`config.mk`:
```
export PLATFORM = sky130hd
export DESIGN_NAME = spike_axis_unpack_flat
export DESIGN_NICKNAME = d
export VERILOG_FILES = /design/src/rtl/spike_axis_unpack_if.sv /design/src/rtl/spike_axis_unpack.sv /design/src/flat_wrapper.sv
export SDC_FILE = /design/constraint.sdc
export NUM_CORES = 1
export LEC_CHECK = 0
export ABC_CLOCK_PERIOD_IN_PS = 1600
export BUFFER_PORTS_ARGS = -buffer_cell sky130_fd_sc_hd__buf_4
export CAP_MARGIN = 20
export CORE_MARGIN = 2
export CORE_UTILIZATION = 50
export CTS_BUF_LIST = sky130_fd_sc_hd__clkbuf_8
export DETAILED_ROUTE_END_ITERATION = 10
export PLACE_DENSITY = 0.78
export SYNTH_ARGS = -nofsm -noshare
export SYNTH_HDL_FRONTEND = slang
export SYNTH_SLANG_ARGS = --single-unit
```
`constraint.sdc`:
```
create_clock -name clk -period 1.6 [get_ports clk]
set_input_delay 0.16 -clock clk [delete_from_list [all_inputs] [get_ports clk]]
set_output_delay 0.16 -clock clk [all_outputs]
set_load 0.02 [all_outputs]
```
`src/rtl/spike_axis_unpack_if.sv`:
```
// Bundle of the H2C AXI-Stream slave side and the presynaptic spike side of spike_axis_unpack.
// slave = the unpacker, master = whoever drives the stream and consumes the packs.
interface spike_axis_unpack_if #(
  parameter int PACK_WIDTH      = 8,
  parameter int AXIS_DATA_WIDTH = 32
);
  localparam int KEEP_W = AXIS_DATA_WIDTH / 8;

  logic [AXIS_DATA_WIDTH-1:0] s_axis_tdata;
  logic                       s_axis_tvalid;
  logic                       s_axis_tready;
  logic                       s_axis_tlast;
  logic [KEEP_W-1:0]          s_axis_tkeep;
  logic                       o_spike_valid;
  logic [PACK_WIDTH-1:0]      o_spike_data;
  logic                       i_spike_ready;
  logic                       o_spike_last;
  logic                       o_frame_done;

  modport slave (
    input  s_axis_tdata, s_axis_tvalid, s_axis_tlast, s_axis_tkeep, i_spike_ready,
    output s_axis_tready, o_spike_valid, o_spike_data, o_spike_last, o_frame_done
  );

  modport master (
    output s_axis_tdata, s_axis_tvalid, s_axis_tlast, s_axis_tkeep, i_spike_ready,
    input  s_axis_tready, o_spike_valid, o_spike_data, o_spike_last, o_frame_done
  );
endinterface

```
`src/rtl/spike_axis_unpack.sv`:
```
// Unpacks H2C AXIS words into PACK_WIDTH spike packs, lowest lane first, carrying tlast framing.
// Optional SPIKE_UNPACK_STATS_EN adds pack/frame/partial-keep counters.
module spike_axis_unpack #(
  parameter int PACK_WIDTH      = 8,
  parameter int AXIS_DATA_WIDTH = 32
) (
  input  logic                 clk,
  input  logic                 rst_n,
  spike_axis_unpack_if.slave   bus
`ifdef SPIKE_UNPACK_STATS_EN
  ,
  output logic [31:0]          o_pack_count,
  output logic [31:0]          o_frame_count,
  output logic [31:0]          o_keep_err_count
`endif
);
  localparam int LANES = AXIS_DATA_WIDTH / PACK_WIDTH;
  localparam int BPL   = PACK_WIDTH / 8;

  logic [LANES-1:0][PACK_WIDTH-1:0] data_q, data_d;
  logic [LANES-1:0]                 mask_q, mask_d;
  logic                             last_q, last_d;
  logic                             full_q, full_d;
  logic                             fd_q, fd_d;

  logic [LANES-1:0]  lane_full, lane_part, sel_oh;
  logic [PACK_WIDTH-1:0] sel_data;
  logic              one_left, spike_valid, hs, retire_now, tready, accept;

  // A lane survives only with every byte kept; "partial" means some but not all bytes.
  for (genvar k = 0; k < LANES; k++) begin : g_lane
    assign lane_full[k] = &bus.s_axis_tkeep[k*BPL +: BPL];
    assign lane_part[k] = (|bus.s_axis_tkeep[k*BPL +: BPL]) & ~lane_full[k];
  end

  assign sel_oh      = mask_q & (~mask_q + LANES'(1));
  assign one_left    = (mask_q != '0) && ((mask_q & (mask_q - LANES'(1))) == '0);
  assign spike_valid = full_q & (|mask_q);
  assign hs          = spike_valid & bus.i_spike_ready;
  assign retire_now  = (full_q & ~(|mask_q)) | (hs & one_left);
  assign tready      = rst_n & (~full_q | retire_now);
  assign accept      = bus.s_axis_tvalid & tready;

  always_comb begin
    sel_data = '0;
    for (int k = 0; k < LANES; k++)
      if (sel_oh[k]) sel_data = sel_data | data_q[k];
  end

  assign bus.s_axis_tready = tready;
  assign bus.o_spike_valid = spike_valid;
  assign bus.o_spike_data  = spike_valid ? sel_data : '0;
  assign bus.o_spike_last  = spike_valid & last_q & one_left;
  assign bus.o_frame_done  = fd_q;

  // Accept has priority over retire so a retiring word hands over without a bubble.
  always_comb begin
    data_d = data_q;
    mask_d = mask_q;
    last_d = last_q;
    full_d = full_q;
    fd_d   = retire_now & last_q;
    if (accept) begin
      data_d = bus.s_axis_tdata;
      mask_d = lane_full;
      last_d = bus.s_axis_tlast;
      full_d = 1'b1;
    end else if (retire_now) begin
      mask_d = '0;
      full_d = 1'b0;
    end else if (hs) begin
      mask_d = mask_q & ~sel_oh;
    end
  end

  always_ff @(posedge clk) begin
    if (!rst_n) begin
      data_q <= '0;
      mask_q <= '0;
      last_q <= 1'b0;
      full_q <= 1'b0;
      fd_q   <= 1'b0;
    end else begin
      data_q <= data_d;
      mask_q <= mask_d;
      last_q <= last_d;
      full_q <= full_d;
      fd_q   <= fd_d;
    end
  end

`ifdef SPIKE_UNPACK_STATS_EN
  always_ff @(posedge clk) begin
    if (!rst_n) begin
      o_pack_count     <= '0;
      o_frame_count    <= '0;
      o_keep_err_count <= '0;
    end else begin
      if (hs)                    o_pack_count     <= o_pack_count + 32'd1;
      if (fd_q)                  o_frame_count    <= o_frame_count + 32'd1;
      if (accept && |lane_part)  o_keep_err_count <= o_keep_err_count + 32'd1;
    end
  end
`endif
endmodule

```
`src/flat_wrapper.sv`:
```
// flat-port wrapper written by rule: the top's interface ports become plain ports
module spike_axis_unpack_flat 
#(
  parameter int PACK_WIDTH      = 8,
  parameter int AXIS_DATA_WIDTH = 32
)
  (clk, rst_n, bus_s_axis_tdata, bus_s_axis_tvalid, bus_s_axis_tlast, bus_s_axis_tkeep, bus_i_spike_ready, bus_s_axis_tready, bus_o_spike_valid, bus_o_spike_data, bus_o_spike_last, bus_o_frame_done);
  spike_axis_unpack_if #(.PACK_WIDTH(PACK_WIDTH), .AXIS_DATA_WIDTH(AXIS_DATA_WIDTH)) bus_i ();
  input  logic clk;
  input  logic rst_n;
  input wire logic [$bits(bus_i.s_axis_tdata)-1:0] bus_s_axis_tdata;
  input wire logic [$bits(bus_i.s_axis_tvalid)-1:0] bus_s_axis_tvalid;
  input wire logic [$bits(bus_i.s_axis_tlast)-1:0] bus_s_axis_tlast;
  input wire logic [$bits(bus_i.s_axis_tkeep)-1:0] bus_s_axis_tkeep;
  input wire logic [$bits(bus_i.i_spike_ready)-1:0] bus_i_spike_ready;
  output wire logic [$bits(bus_i.s_axis_tready)-1:0] bus_s_axis_tready;
  output wire logic [$bits(bus_i.o_spike_valid)-1:0] bus_o_spike_valid;
  output wire logic [$bits(bus_i.o_spike_data)-1:0] bus_o_spike_data;
  output wire logic [$bits(bus_i.o_spike_last)-1:0] bus_o_spike_last;
  output wire logic [$bits(bus_i.o_frame_done)-1:0] bus_o_frame_done;
  assign bus_i.s_axis_tdata = bus_s_axis_tdata;
  assign bus_i.s_axis_tvalid = bus_s_axis_tvalid;
  assign bus_i.s_axis_tlast = bus_s_axis_tlast;
  assign bus_i.s_axis_tkeep = bus_s_axis_tkeep;
  assign bus_i.i_spike_ready = bus_i_spike_ready;
  assign bus_s_axis_tready = bus_i.s_axis_tready;
  assign bus_o_spike_valid = bus_i.o_spike_valid;
  assign bus_o_spike_data = bus_i.o_spike_data;
  assign bus_o_spike_last = bus_i.o_spike_last;
  assign bus_o_frame_done = bus_i.o_frame_done;
  spike_axis_unpack #(.PACK_WIDTH(PACK_WIDTH), .AXIS_DATA_WIDTH(AXIS_DATA_WIDTH)) u_core (.clk(clk), .rst_n(rst_n), .bus(bus_i));
endmodule
```
---- After elaboration in Yosys (flattened, before gate mapping) ----
Index checks and enable logic that the tools add are counted.
operators by class
  add/subtract/negate cells ............... 2
  mux-type cells .......................... 10
  bitwise gates (word level) .............. 21
  reductions and logical operators ........ 6
operators with widths
  cell                 count
  $mux 8               5
  $or 8x8->8           3
  $and 4x4->4          3
  $mux 4               3
  $and 1x1->1          9
  $not 4->4            2
  $add 4x1->4 const B  1
  $logic_not 4->1      1
  $reduce_bool 4->1    1
  $reduce_or 4->1      1
  $sub 4x1->4 const B  1
  $reduce_bool 3->1    1
  $mux 1               2
  $not 1->1            2
  $or 1x1->1           2
  $reduce_bool 2->1    1
  $logic_and 1x1->1    1
storage, ports and cells
  bits in registers ....................... 39
  input bits .............................. 41
  output and inout bits ................... 12

---- Depth between registers and ports, before layout ----
Gate-level depths: netlist of the first run.
  depth in word-level cells ............... 11
  depth in mapped cells ................... 8

---- Least setup slack after synthesis of the first run ----
OpenSTA, ideal clock, no wires.
  path kind ............................... register -> output
  from .................................... reg u_core.mask_q[1]
  to ...................................... out bus_o_spike_data[3]
  arrival time ............................ 1.524 ns
  path slack .............................. -0.084 ns
  cell stages (with the launch flop) ...... 7
  buffers on the path ..................... 2
  path through ............................ dfxtp_1 clkbuf_1 buf_1 a22oi_1 nor2_1 a221oi_1 nor2_1
between the ends
  longest elaborated chain between the ends .. 9
ends and longest elaborated chain
  item                      line                     text
  start: declaration        spike_axis_unpack.sv:21  logic [LANES-1:0] mask_q, mask_d;
  start signal: assignment  spike_axis_unpack.sv:85  mask_q <= mask_d;
  $not 4->4                 spike_axis_unpack.sv:36  assign sel_oh = mask_q & (~mask_q + LANES'(1));
  $add 4x1->4               spike_axis_unpack.sv:36
  $and 4x4->4               spike_axis_unpack.sv:36
  $mux 8                    spike_axis_unpack.sv:47  if (sel_oh[k]) sel_data = sel_data | data_q[k];
  $or 8x8->8                spike_axis_unpack.sv:47
  $mux 8                    spike_axis_unpack.sv:47
  $or 8x8->8                spike_axis_unpack.sv:47
  $mux 8                    spike_axis_unpack.sv:47
  $mux 8 (*)                spike_axis_unpack.sv:52  assign bus.o_spike_data = spike_valid ? sel_data : '0;
  end: declaration          flat_wrapper.sv:18       output wire logic [$bits(bus_i.o_spike_data)-1:0] bus_o_spike_data;
Every way passes the cells marked *; elsewhere a longest branch is shown, timed or not.

---- Worst setup path after layout of the first run ----
  from .................................... reg u_core.mask_q[1]
  to ...................................... out bus_s_axis_tready
between the ends
  longest elaborated chain between the ends .. 8
ends and longest elaborated chain
  item               line                     text
  $sub 4x1->4        spike_axis_unpack.sv:37  assign one_left = (mask_q != '0) && ((mask_q & (mask_q - LANES'(1))) == '0);
  $and 4x4->4        spike_axis_unpack.sv:37
  $logic_not 4->1    spike_axis_unpack.sv:37
  $logic_and 1x1->1  spike_axis_unpack.sv:37
  $and 1x1->1        spike_axis_unpack.sv:40  assign retire_now = (full_q & ~(|mask_q)) | (hs & one_left);
  $or 1x1->1 (*)     spike_axis_unpack.sv:40
  $or 1x1->1 (*)     spike_axis_unpack.sv:41  assign tready = rst_n & (~full_q | retire_now);
  $and 1x1->1 (*)    spike_axis_unpack.sv:41
  end: declaration   flat_wrapper.sv:16       output wire logic [$bits(bus_i.s_axis_tready)-1:0] bus_s_axis_tready;
Marks and branches as above.

==> results.yml, run 1 <==
timing:
  hold-worst-slack_ns: 0.0987
  rsz0062_at_grt: "yes"
  min_period_ns: 1.88
  setup_viol: 48
  setup_tns_ns: -6.73
  timing.fmax_mhz: 531
  timing.final.crit_share_pct: 118
  finClkSkew_ns: 0.00802
  slew_viol_final: 0
  tightestPinTransition_ns: 0.523
  slew_headroom_pct: 65.2
  finalHoldViolCount: 0
  fin_ws_ns: -0.283
synth:
  syn_nets: 285
  synthCells: 244
  synth_top_cell_by_area: "dfxtp_1"
  avgSynthCellArea_um2: 8.89
  synth_seq_cells: 39
  syn_area_um2: 2170
  synthTopCellsByCount: "39 x dfxtp_1, 35 x inv_1, 30 x o21ai_2"
  synth_edf_count: 0
  synth_ff_type: "dfxtp_1"
  yosysSeqAreaShare_pct: 36.0
  yosysMostFrequentCell: "dfxtp_1"
  synth-async-reset-ratio_pct: 0
  synth_top_area_share_pct: 36.0
  ys_types: 38
  yosysWarnings: 0
  synthTopCellsByArea: "dfxtp_1 36%, nand3_2 12%, o21ai_2 12%"
grt:
  grt_pass1_vias: 2076
  track_usage_pct: 26.8
  grt_max_degree: 28
  antenna_found_initial: 0
  grt_overflow: 0
  grt_pass1_wl_um: 10300
pwr:
  leakagePower_nw: 1.49
  ir_worst_vdd_v: 0.000576
  p_per_area_nw_per_um2: 763
route:
  drc: 0
  wirelength_um: 7330
  ant_nets: 0
  drt_iter0_drc: 206
  num_vias: 2142
  avgViaCountPerCell: 5.73
  dr.pass1.iters: 4
  routedWlPerCell_um: 19.6
placed_design:
  postPlaceCellArea_um2: 2690
  place_congestion: 0.873
  place_ws_ns: -0.0661
  portBuffers: 52
  place.detailed.hpwl_um: 3530
critical_path:
  criticalPathCategory: "register to output port"
  critPathMaxFanout: 7
  startpoint_type: "register"
  path_cells: "maj3_2, nor3b_4, buf_6, nor2_4, nor2b_1, buf_4"
  required_ns: 1.44
  critPathTopFamily: "simple AND/OR/NAND/NOR gates"
  slowest_delay_ns: 0.39
  crit_buf_inv: 2
  critPathSlowestCell: "dfxtp_4"
  cp-end-kind: "output port"
  cp.depth: 6
  worstPathArrival_ns: 1.72
  r2r_cells: 8
floorplan:
  start_util_pct: 53.1
  dieWidth_um: 69.9
  rows: 23
  fp.dieArea_um2: 4880
  num_io_pins: 53
  core_region_area_um2: 4090
  die_h_um: 69.9
cells_and_area:
  final_layout_size_suffix_gt1_share_pct: 64.2
  fillers: 214
  final_area_um2: 3430
  seqCellArea_um2: 792
  fin_util_pct: 83.8
  antennaDiodeCount: 0
  multiInputGateArea_um2: 1380
  final_nets: 365
  syn_to_final_growth_pct: 58.0
run:
  drv_cap: 0
clocking:
  holdBufCountCts: 0
  cts_tree: "yes"
  worstSkewPairLatency_ns: 0.30
  ctsHtreeMaxLevel: 2
  clockBufferDepth: 2
  clock_sinks: 39
  clk_pin_slew_ns: 0.08
  numCtsBuffers: 5
  clockRootBuffer: "clkbuf_8"
hold_path:
  whs_path_depth: 3
  min_path_type: "primary input to register"
outcome:
  violations: "negative setup slack"
  status: "complete, but fails checks"
[stage by stage]
step	instances	power [W]
finish	374	0.00262
global route	374	0.00271
CTS	369	0.00248
detailed placement	345	0.00167
global placement	345	0.00166
floorplan	244	0.00147
[cell usage in the layout, fill, tap and decap left out, types with 2 or more instances in the layout]
cell        n
a21oi_1     6
a221oi_2    7
a22oi_2     5
and2_1      2
buf_12      4
buf_16      5
buf_4      62
buf_6      20
clkbuf_16   2
clkbuf_8    5
dfxtp_1    36
dfxtp_4     3
inv_1      35
nand2_1     5
nand3_2    25
nand3_4     8
nand3b_1    3
nor2_1      7
nor2_2      9
nor2_4      2
nor3_2      2
o21a_1      2
o21ai_0     4
o21ai_1     6
o21ai_2    34
[timing repair]
item                                    in CTS  in global routing
setup buffers                                9                  7
gates cloned                                 8                  2
resized for setup                           61                 37
pin swaps                                   20                 15
endpoints found under the setup margin      34                 48
[registers in the layout (all words and copies together) (netlist names)]
name and cells:
u_core.data_q 32, u_core.bus.o_frame_done 1, u_core.mask_q 4, u_core.last_q 1
u_core.full_q 1
[where the power goes]
group          internal [W]  leakage (nW)  switching, W
Sequential          0.00105         0.324     0.0000982
Clock              0.000298        0.0440      0.000362
Combinational      0.000424          1.12      0.000383
[path summary, 6_finish.rpt]
check,from,endpoint,slack (ns)
min,bus_s_axis_tdata[7],u_core.data_q[7],0.1
max,u_core.mask_q[1],bus_s_axis_tready,-0.28
min reg2reg,u_core.data_q[14],u_core.data_q[14],0.47
max reg2reg,u_core.mask_q[1],u_core.mask_q[1],-0.17
[routing by layer]
metal	wire [um]	GRT usage (%)	vias to the layer above
li1	-	-	994
met1	2910	32.1	1024
met2	3770	46.8	98
met3	416	5.19	26
met4	235	10.9	0
met5	0	0	-
[worst min-delay path: cells and delay by family]
kind                   cells  cell delay (ns)
buffers and inverters      2             0.10
AO/OA/AOI/OAI              1             0.10
[area by class of cell]
type                       count  area share, %
multi-input combinational    149           40.4
clock inverter                 2          0.402
inverter                      35           3.83
timing repair buffer          94           28.4
sequential                    39           23.1
tap                           50           1.83
clock buffer                   5           2.01
[cell families after synthesis]
logic type	count (synthesis)	share of synthesized area, %
adder cells (fa/ha/maj)	1	0.519
multiplexers	1	0.519
AND/OR/NAND/NOR	73	24.5
XOR/XNOR	1	0.404
buffers and inverters	56	12.2
AO/OA/AOI/OAI	73	25.9
flip-flops	39	36.0
No activity file was read; power rests on OpenSTA's default activity.
==> inputs of run 2 (changes only) <==
--- a/config.mk
+++ b/config.mk
@@ -5,9 +5,10 @@
 export SDC_FILE = /design/constraint.sdc
 export NUM_CORES = 1
 export LEC_CHECK = 0
-export ABC_CLOCK_PERIOD_IN_PS = 1600
+export ABC_CLOCK_PERIOD_IN_PS = 1500
 export BUFFER_PORTS_ARGS = -buffer_cell sky130_fd_sc_hd__buf_4
 export CAP_MARGIN = 20
+export CORE_ASPECT_RATIO = 1.4
 export CORE_MARGIN = 2
 export CORE_UTILIZATION = 50
 export CTS_BUF_LIST = sky130_fd_sc_hd__clkbuf_8
==> constraint.sdc (replaced) <==
create_clock -name clk -period 1.5 [get_ports clk]
set_input_delay 0.15 -clock clk [delete_from_list [all_inputs] [get_ports clk]]
set_output_delay 0.15 -clock clk [all_outputs]
set_load 0.02 [all_outputs]
==> run 2 against run 1 <==
The run still ends with negative setup slack left; total power rose by 4.1%; worst setup slack got worse by 0.040 ns; highest routed layer unchanged; die area rose by 0.15%.
==> results.yml, run 2 (same netlist as run 1, synthesis figures left out) <==
route:
  num_vias: 2030
  ant_nets: 0
  avgViaCountPerCell: 5.53
  routedWlPerCell_um: 16.4
  dr.pass1.iters: 4
  drc: 0
  wirelength_um: 6030
  drt_iter0_drc: 106
clocking:
  clockRootBuffer: "clkbuf_8"
  worstSkewPairLatency_ns: 0.29
  cts_tree: "yes"
  clockBufferDepth: 2
  clock_sinks: 39
  clk_pin_slew_ns: 0.08
  numCtsBuffers: 5
  ctsHtreeMaxLevel: 2
critical_path:
  regToRegSetupSlack_ns: -0.30
  slowest_delay_ns: 0.38
  required_ns: 1.35
  critPathTopFamily: "simple AND/OR/NAND/NOR gates"
  critPathSlowestCell: "dfxtp_4"
  worstPathArrival_ns: 1.67
  cp-end-kind: "output port"
  crit_buf_inv: 2
  startpoint_type: "register"
  path_cells: "nor3_1, and2_4, buf_4, a221oi_2, nor2_4, buf_6"
  critPathMaxFanout: 7
  criticalPathCategory: "register to output port"
cells_and_area:
  multiInputGateArea_um2: 1350
  final_common_cell: "buf_4"
  final_nets: 363
  top_regs: "u_core.data_q: 32 flops, u_core.mask_q: 4 flops"
  syn_to_final_growth_pct: 50.6
  seqCellArea_um2: 793
  final_cell_mix: "66 x buf_4, 35 x dfxtp_1, 34 x inv_1"
  regMostFlops: "u_core.data_q"
  largest_reg_flops: 32
  final_layout_size_suffix_gt1_share_pct: 63.0
  antennaDiodeCount: 0
  fillers: 261
floorplan:
  rows: 28
  core_region_area_um2: 4200
  fp.dieArea_um2: 4890
  die_h_um: 81.9
  num_io_pins: 53
  dieWidth_um: 59.7
  start_util_pct: 51.6
grt:
  grt_pass1_vias: 1887
  use_met1_pct: 24.6
  antenna_found_initial: 0
  met2_usage_pct: 42.4
  grt.busiest_layer: "met2"
  grt_max_degree: 32
  use_met3_pct: 3.62
  grt_pass1_wl_um: 8460
  track_usage_pct: 22.7
  grt_overflow: 0
timing:
  timing.final.crit_share_pct: 122
  setup_tns_ns: -11.55
  fin_ws_ns: -0.323
  finClkSkew_ns: 0.00545
  slew_viol_final: 0
  tightestPinTransition_ns: 0.477
  slew_headroom_pct: 68.2
  min_period_ns: 1.82
  setup_viol: 49
  rsz0062_at_grt: "yes"
  finalHoldViolCount: 0
  timing.fmax_mhz: 548
pwr:
  ir_worst_vdd_v: 0.000632
  p_clk_share_pct: 26.7
  internal-power_w: 0.00189
  fin_total_pwr_w: 0.00272
  power.switching_w: 0.000835
  leakagePower_nw: 1.43
  combPwrFrac_pct: 28.7
  p_sw_share_pct: 30.7
  pwr-share-seq_pct: 44.6
  p_per_area_nw_per_um2: 834
outcome:
  violations: "negative setup slack"
  status: "complete, but fails checks"
run:
  drv_cap: 0
placed_design:
  place_congestion: 0.894
  place.detailed.hpwl_um: 3750
  portBuffers: 52
hold_path:
  min_path_type: "primary input to register"
[run 2: cell types whose count changed in the layout (fill, tap and decap cells not counted), moves of 3 or more]
cell     previous run  this run
o21ai_2            34        31
buf_16              5         0
nand3_4             8         1
nand3_1             0         3
buf_4              62        66
nand3_2            25        29
[run 2: layout make-up]
cell class	count	area share (%)
Multi-Input combinational cell	149	41.4
Clock buffer	6	2.53
Clock inverter	1	0.153
Sequential cell	39	24.3
Tap cell	45	1.72
Inverter	35	4.02
Timing Repair Buffer	92	25.9
[run 2: repair_timing]
item	in CTS	in global routing
buffers inserted	5	0
pin swaps	13	8
hold endpoints to repair	0	0
resized for setup	46	23
cloned	0	2
hold buffers	0	0
setup endpoints to repair	49	49
[run 2: per-layer routing]
layer	wire length (um)	vias to the layer above
li1	-	988
met1	2130	961
met2	3460	61
met3	191	20
met4	251	0
met5	0	-
[run 2: path summary, 6_finish.rpt]
| kind | cells past startpoint | endpoint | start |
|---|---|---|---|
| min | 3 | u_core.data_q[6] | bus_s_axis_tdata[6] |
| max | 6 | bus_o_spike_data[5] | u_core.mask_q[2] |
| min reg2reg | 2 | u_core.data_q[21] | u_core.data_q[21] |
| max reg2reg | 7 | u_core.data_q[2] | u_core.mask_q[1] |
[run 2: per-stage QoR]
stage	hold slack (ns)	setup WS, ns	std cells	util, %	cell area, um^2
2_1_floorplan	0.274	-0.131	244	-	2210
3_3_place_gp	0.394	-0.175	353	66.4	2790
3_5_place_dp	0.401	-0.195	353	66.4	2790
4_1_cts	0.0969	-0.266	365	73.6	3100
5_1_grt	0.0959	-0.361	367	77.7	3270
6_report	0.0974	-0.323	367	77.7	3270
[run 2: tightest hold or removal path, stage by stage]
cell and delay (ns):
buf_4 0.07, inv_1 0.03, o21ai_2 0.10
[run 2: power by group through the flow]
stage               Clock, W  Sequential, W  Combinational [W]
floorplan                  0        0.00119           0.000380
global placement           0        0.00121           0.000607
detailed placement         0        0.00121           0.000618
CTS                 0.000737        0.00120           0.000702
global route        0.000782        0.00122           0.000831
finish              0.000727        0.00121           0.000782
==> inputs of run 3 (changes only) <==
--- a/config.mk
+++ b/config.mk
@@ -12,8 +12,10 @@
 export CORE_MARGIN = 2
 export CORE_UTILIZATION = 50
 export CTS_BUF_LIST = sky130_fd_sc_hd__clkbuf_8
+export CTS_CLUSTER_DIAMETER = 80
 export DETAILED_ROUTE_END_ITERATION = 10
 export PLACE_DENSITY = 0.78
+export SETUP_SLACK_MARGIN = 0.1
 export SYNTH_ARGS = -nofsm -noshare
 export SYNTH_HDL_FRONTEND = slang
 export SYNTH_SLANG_ARGS = --single-unit
==> run 3 against run 2 <==
First-iteration DRC count fell by 13%; total power up 7.7%; final area rose by 1.9%; fmax shrank 1.4%; largest power group unchanged; largest cell class unchanged; count of clock-buffer cells in the layout is the same; combinational power grew 3.1%; cell count increased by 0.54%; the flow still finishes with violations (negative setup slack); worst setup slack got worse by 0.025 ns; global-route usage rose by 0.93 points; critical path depth up 1; via count is 0.39% higher.
==> results.yml, run 3 (same netlist as run 1, synthesis figures left out) <==
outcome:
  violations: "negative setup slack"
  status: "complete, but fails checks"
critical_path:
  required_ns: 1.35
  worstPathArrival_ns: 1.70
  cp-startpoint: "u_core.mask_q[1]"
  cp-endpoint: "bus_o_spike_data[6]"
  critPathMaxFanout: 8
  reg2reg_to: "u_core.data_q[16]"
  cp-end-kind: "output port"
  startpoint_type: "register"
  r2r_cells: 8
  criticalPathCategory: "register to output port"
  worstReg2RegStart: "u_core.mask_q[0]"
  regToRegSetupSlack_ns: -0.30
cells_and_area:
  multiInputGateArea_um2: 1370
  largest_reg_flops: 32
  antennaDiodeCount: 0
  final_common_cell: "buf_4"
  final_layout_size_suffix_gt1_share_pct: 68.2
  top_regs: "u_core.data_q: 32 flops, u_core.mask_q: 4 flops"
  final_area_um2: 3330
  fillers: 263
  final_nets: 364
  regMostFlops: "u_core.data_q"
  seqCellArea_um2: 795
  final_cell_mix: "67 x buf_4, 34 x inv_1, 34 x o21ai_2, 34 x dfxtp_1, 32 x nand3_2"
  fin_util_pct: 79.2
  syn_to_final_growth_pct: 53.5
timing:
  timing.final.crit_share_pct: 123
  slew_viol_final: 0
  min_period_ns: 1.85
  finalHoldViolCount: 0
  fin_ws_ns: -0.349
  tightestPinTransition_ns: 0.359
  slew_headroom_pct: 76.1
  timing.fmax_mhz: 541
  rsz0062_at_grt: "yes"
  finClkSkew_ns: 0.00411
  setup_viol: 48
  setup_tns_ns: -13.20
clocking:
  clockRootBuffer: "clkbuf_8"
  cts_tree: "yes"
  ctsHtreeMaxLevel: 2
  clockBufferDepth: 2
  clk_pin_slew_ns: 0.07
  holdBufCountCts: 0
  clock_sinks: 39
  worstSkewPairLatency_ns: 0.29
  numCtsBuffers: 5
placed_design:
  postPlaceCellArea_um2: 2750
  place_ws_ns: -0.182
  place.detailed.hpwl_um: 3660
  place_congestion: 0.888
  portBuffers: 52
run:
  drv_cap: 0
floorplan:
  start_util_pct: 51.6
  num_io_pins: 53
  die_h_um: 81.9
  core_region_area_um2: 4200
  rows: 28
  fp.dieArea_um2: 4890
  dieWidth_um: 59.7
route:
  dr.pass1.iters: 4
  num_vias: 2038
  drt_iter0_drc: 92
  wirelength_um: 6250
  avgViaCountPerCell: 5.52
  ant_nets: 0
  drc: 0
  routedWlPerCell_um: 16.9
pwr:
  ir_worst_vdd_v: 0.000621
  fin_total_pwr_w: 0.00293
  leakagePower_nw: 1.46
  p_per_area_nw_per_um2: 881
grt:
  grt_max_degree: 30
  grt_pass1_wl_um: 8580
  antenna_found_initial: 0
  track_usage_pct: 23.6
  grt_overflow: 0
  grt_pass1_vias: 1850
hold_path:
  min_path_type: "primary input to register"
  whs_path_depth: 3
==> run 3: cell types whose count changed in the layout (fill, tap and decap cells not counted), moves of 2 or more <==
cell / change
nor2_1: -3
and2_1: -2
nand3_1: -2
o21ai_1: -3
and2_4: +2
a221oi_4: -2
a221oi_2: +2
nor2_2: +4
nand3_2: +3
o21ai_2: +3
buf_6: -2
==> run 3: per-layer routing <==
layer / wire length [um] / track usage [%] / part of all wire [%]
met5: 0 / 0 / 0
met3: 185 / 3.46 / 3.0
met2: 3590 / 41.8 / 57
met1: 2350 / 26.4 / 38
met4: 127 / 12.9 / 2.0
==> run 3: where the power goes <==
group	internal (W)	switching, W	total (W)
Clock	0.000538	0.000374	0.000912
Combinational	0.000420	0.000387	0.000806
Sequential	0.00112	0.0000930	0.00121
Total	0.00208	0.000854	0.00293
==> run 3: worst min path at each step <==
stage               slack (ns)                  from           endpoint
finish                     0.1  bus_s_axis_tdata[21]  u_core.data_q[21]
global route              0.10  bus_s_axis_tdata[10]  u_core.data_q[10]
CTS                       0.09  bus_s_axis_tdata[29]  u_core.data_q[29]
detailed placement        0.40  bus_s_axis_tdata[21]  u_core.data_q[21]
global placement          0.39  bus_s_axis_tdata[24]  u_core.data_q[24]
floorplan                 0.27     bus_s_axis_tvalid      u_core.full_q
==> run 3: final cells by class <==
type,instances,area share [%]
clock buffer,6,2.48
clock inverter,2,1.05
inverter,35,4.02
multi-input combinational,149,41.2
sequential,39,23.9
tap,45,1.69
timing repair buffer,93,25.7
==> run 3: what timing repair did <==
| item | CTS | global route |
|---|---|---|
| gates cloned | 2 | 2 |
| pin swaps | 19 | 19 |
| setup endpoints to repair | 50 | 50 |
| resized for setup | 50 | 31 |
| buffers inserted | 7 | 6 |
==> run 3: metrics by stage <==
stage                     std cells  hold WS (ns)
after floorplan                 244         0.274
after global placement          345         0.393
after detailed placement        345         0.401
after CTS                       362        0.0941
after global routing            369         0.101
final                           369        0.0963
==> run 3: critical path, cell delays in order, from the launching register on <==
cell and delay [ns]:
dfxtp_4 0.40, buf_6 0.12, buf_4 0.16, nand3b_1 0.17, a21oi_2 0.08, a221oi_2 0.29, nor2_4 0.05, buf_6 0.13
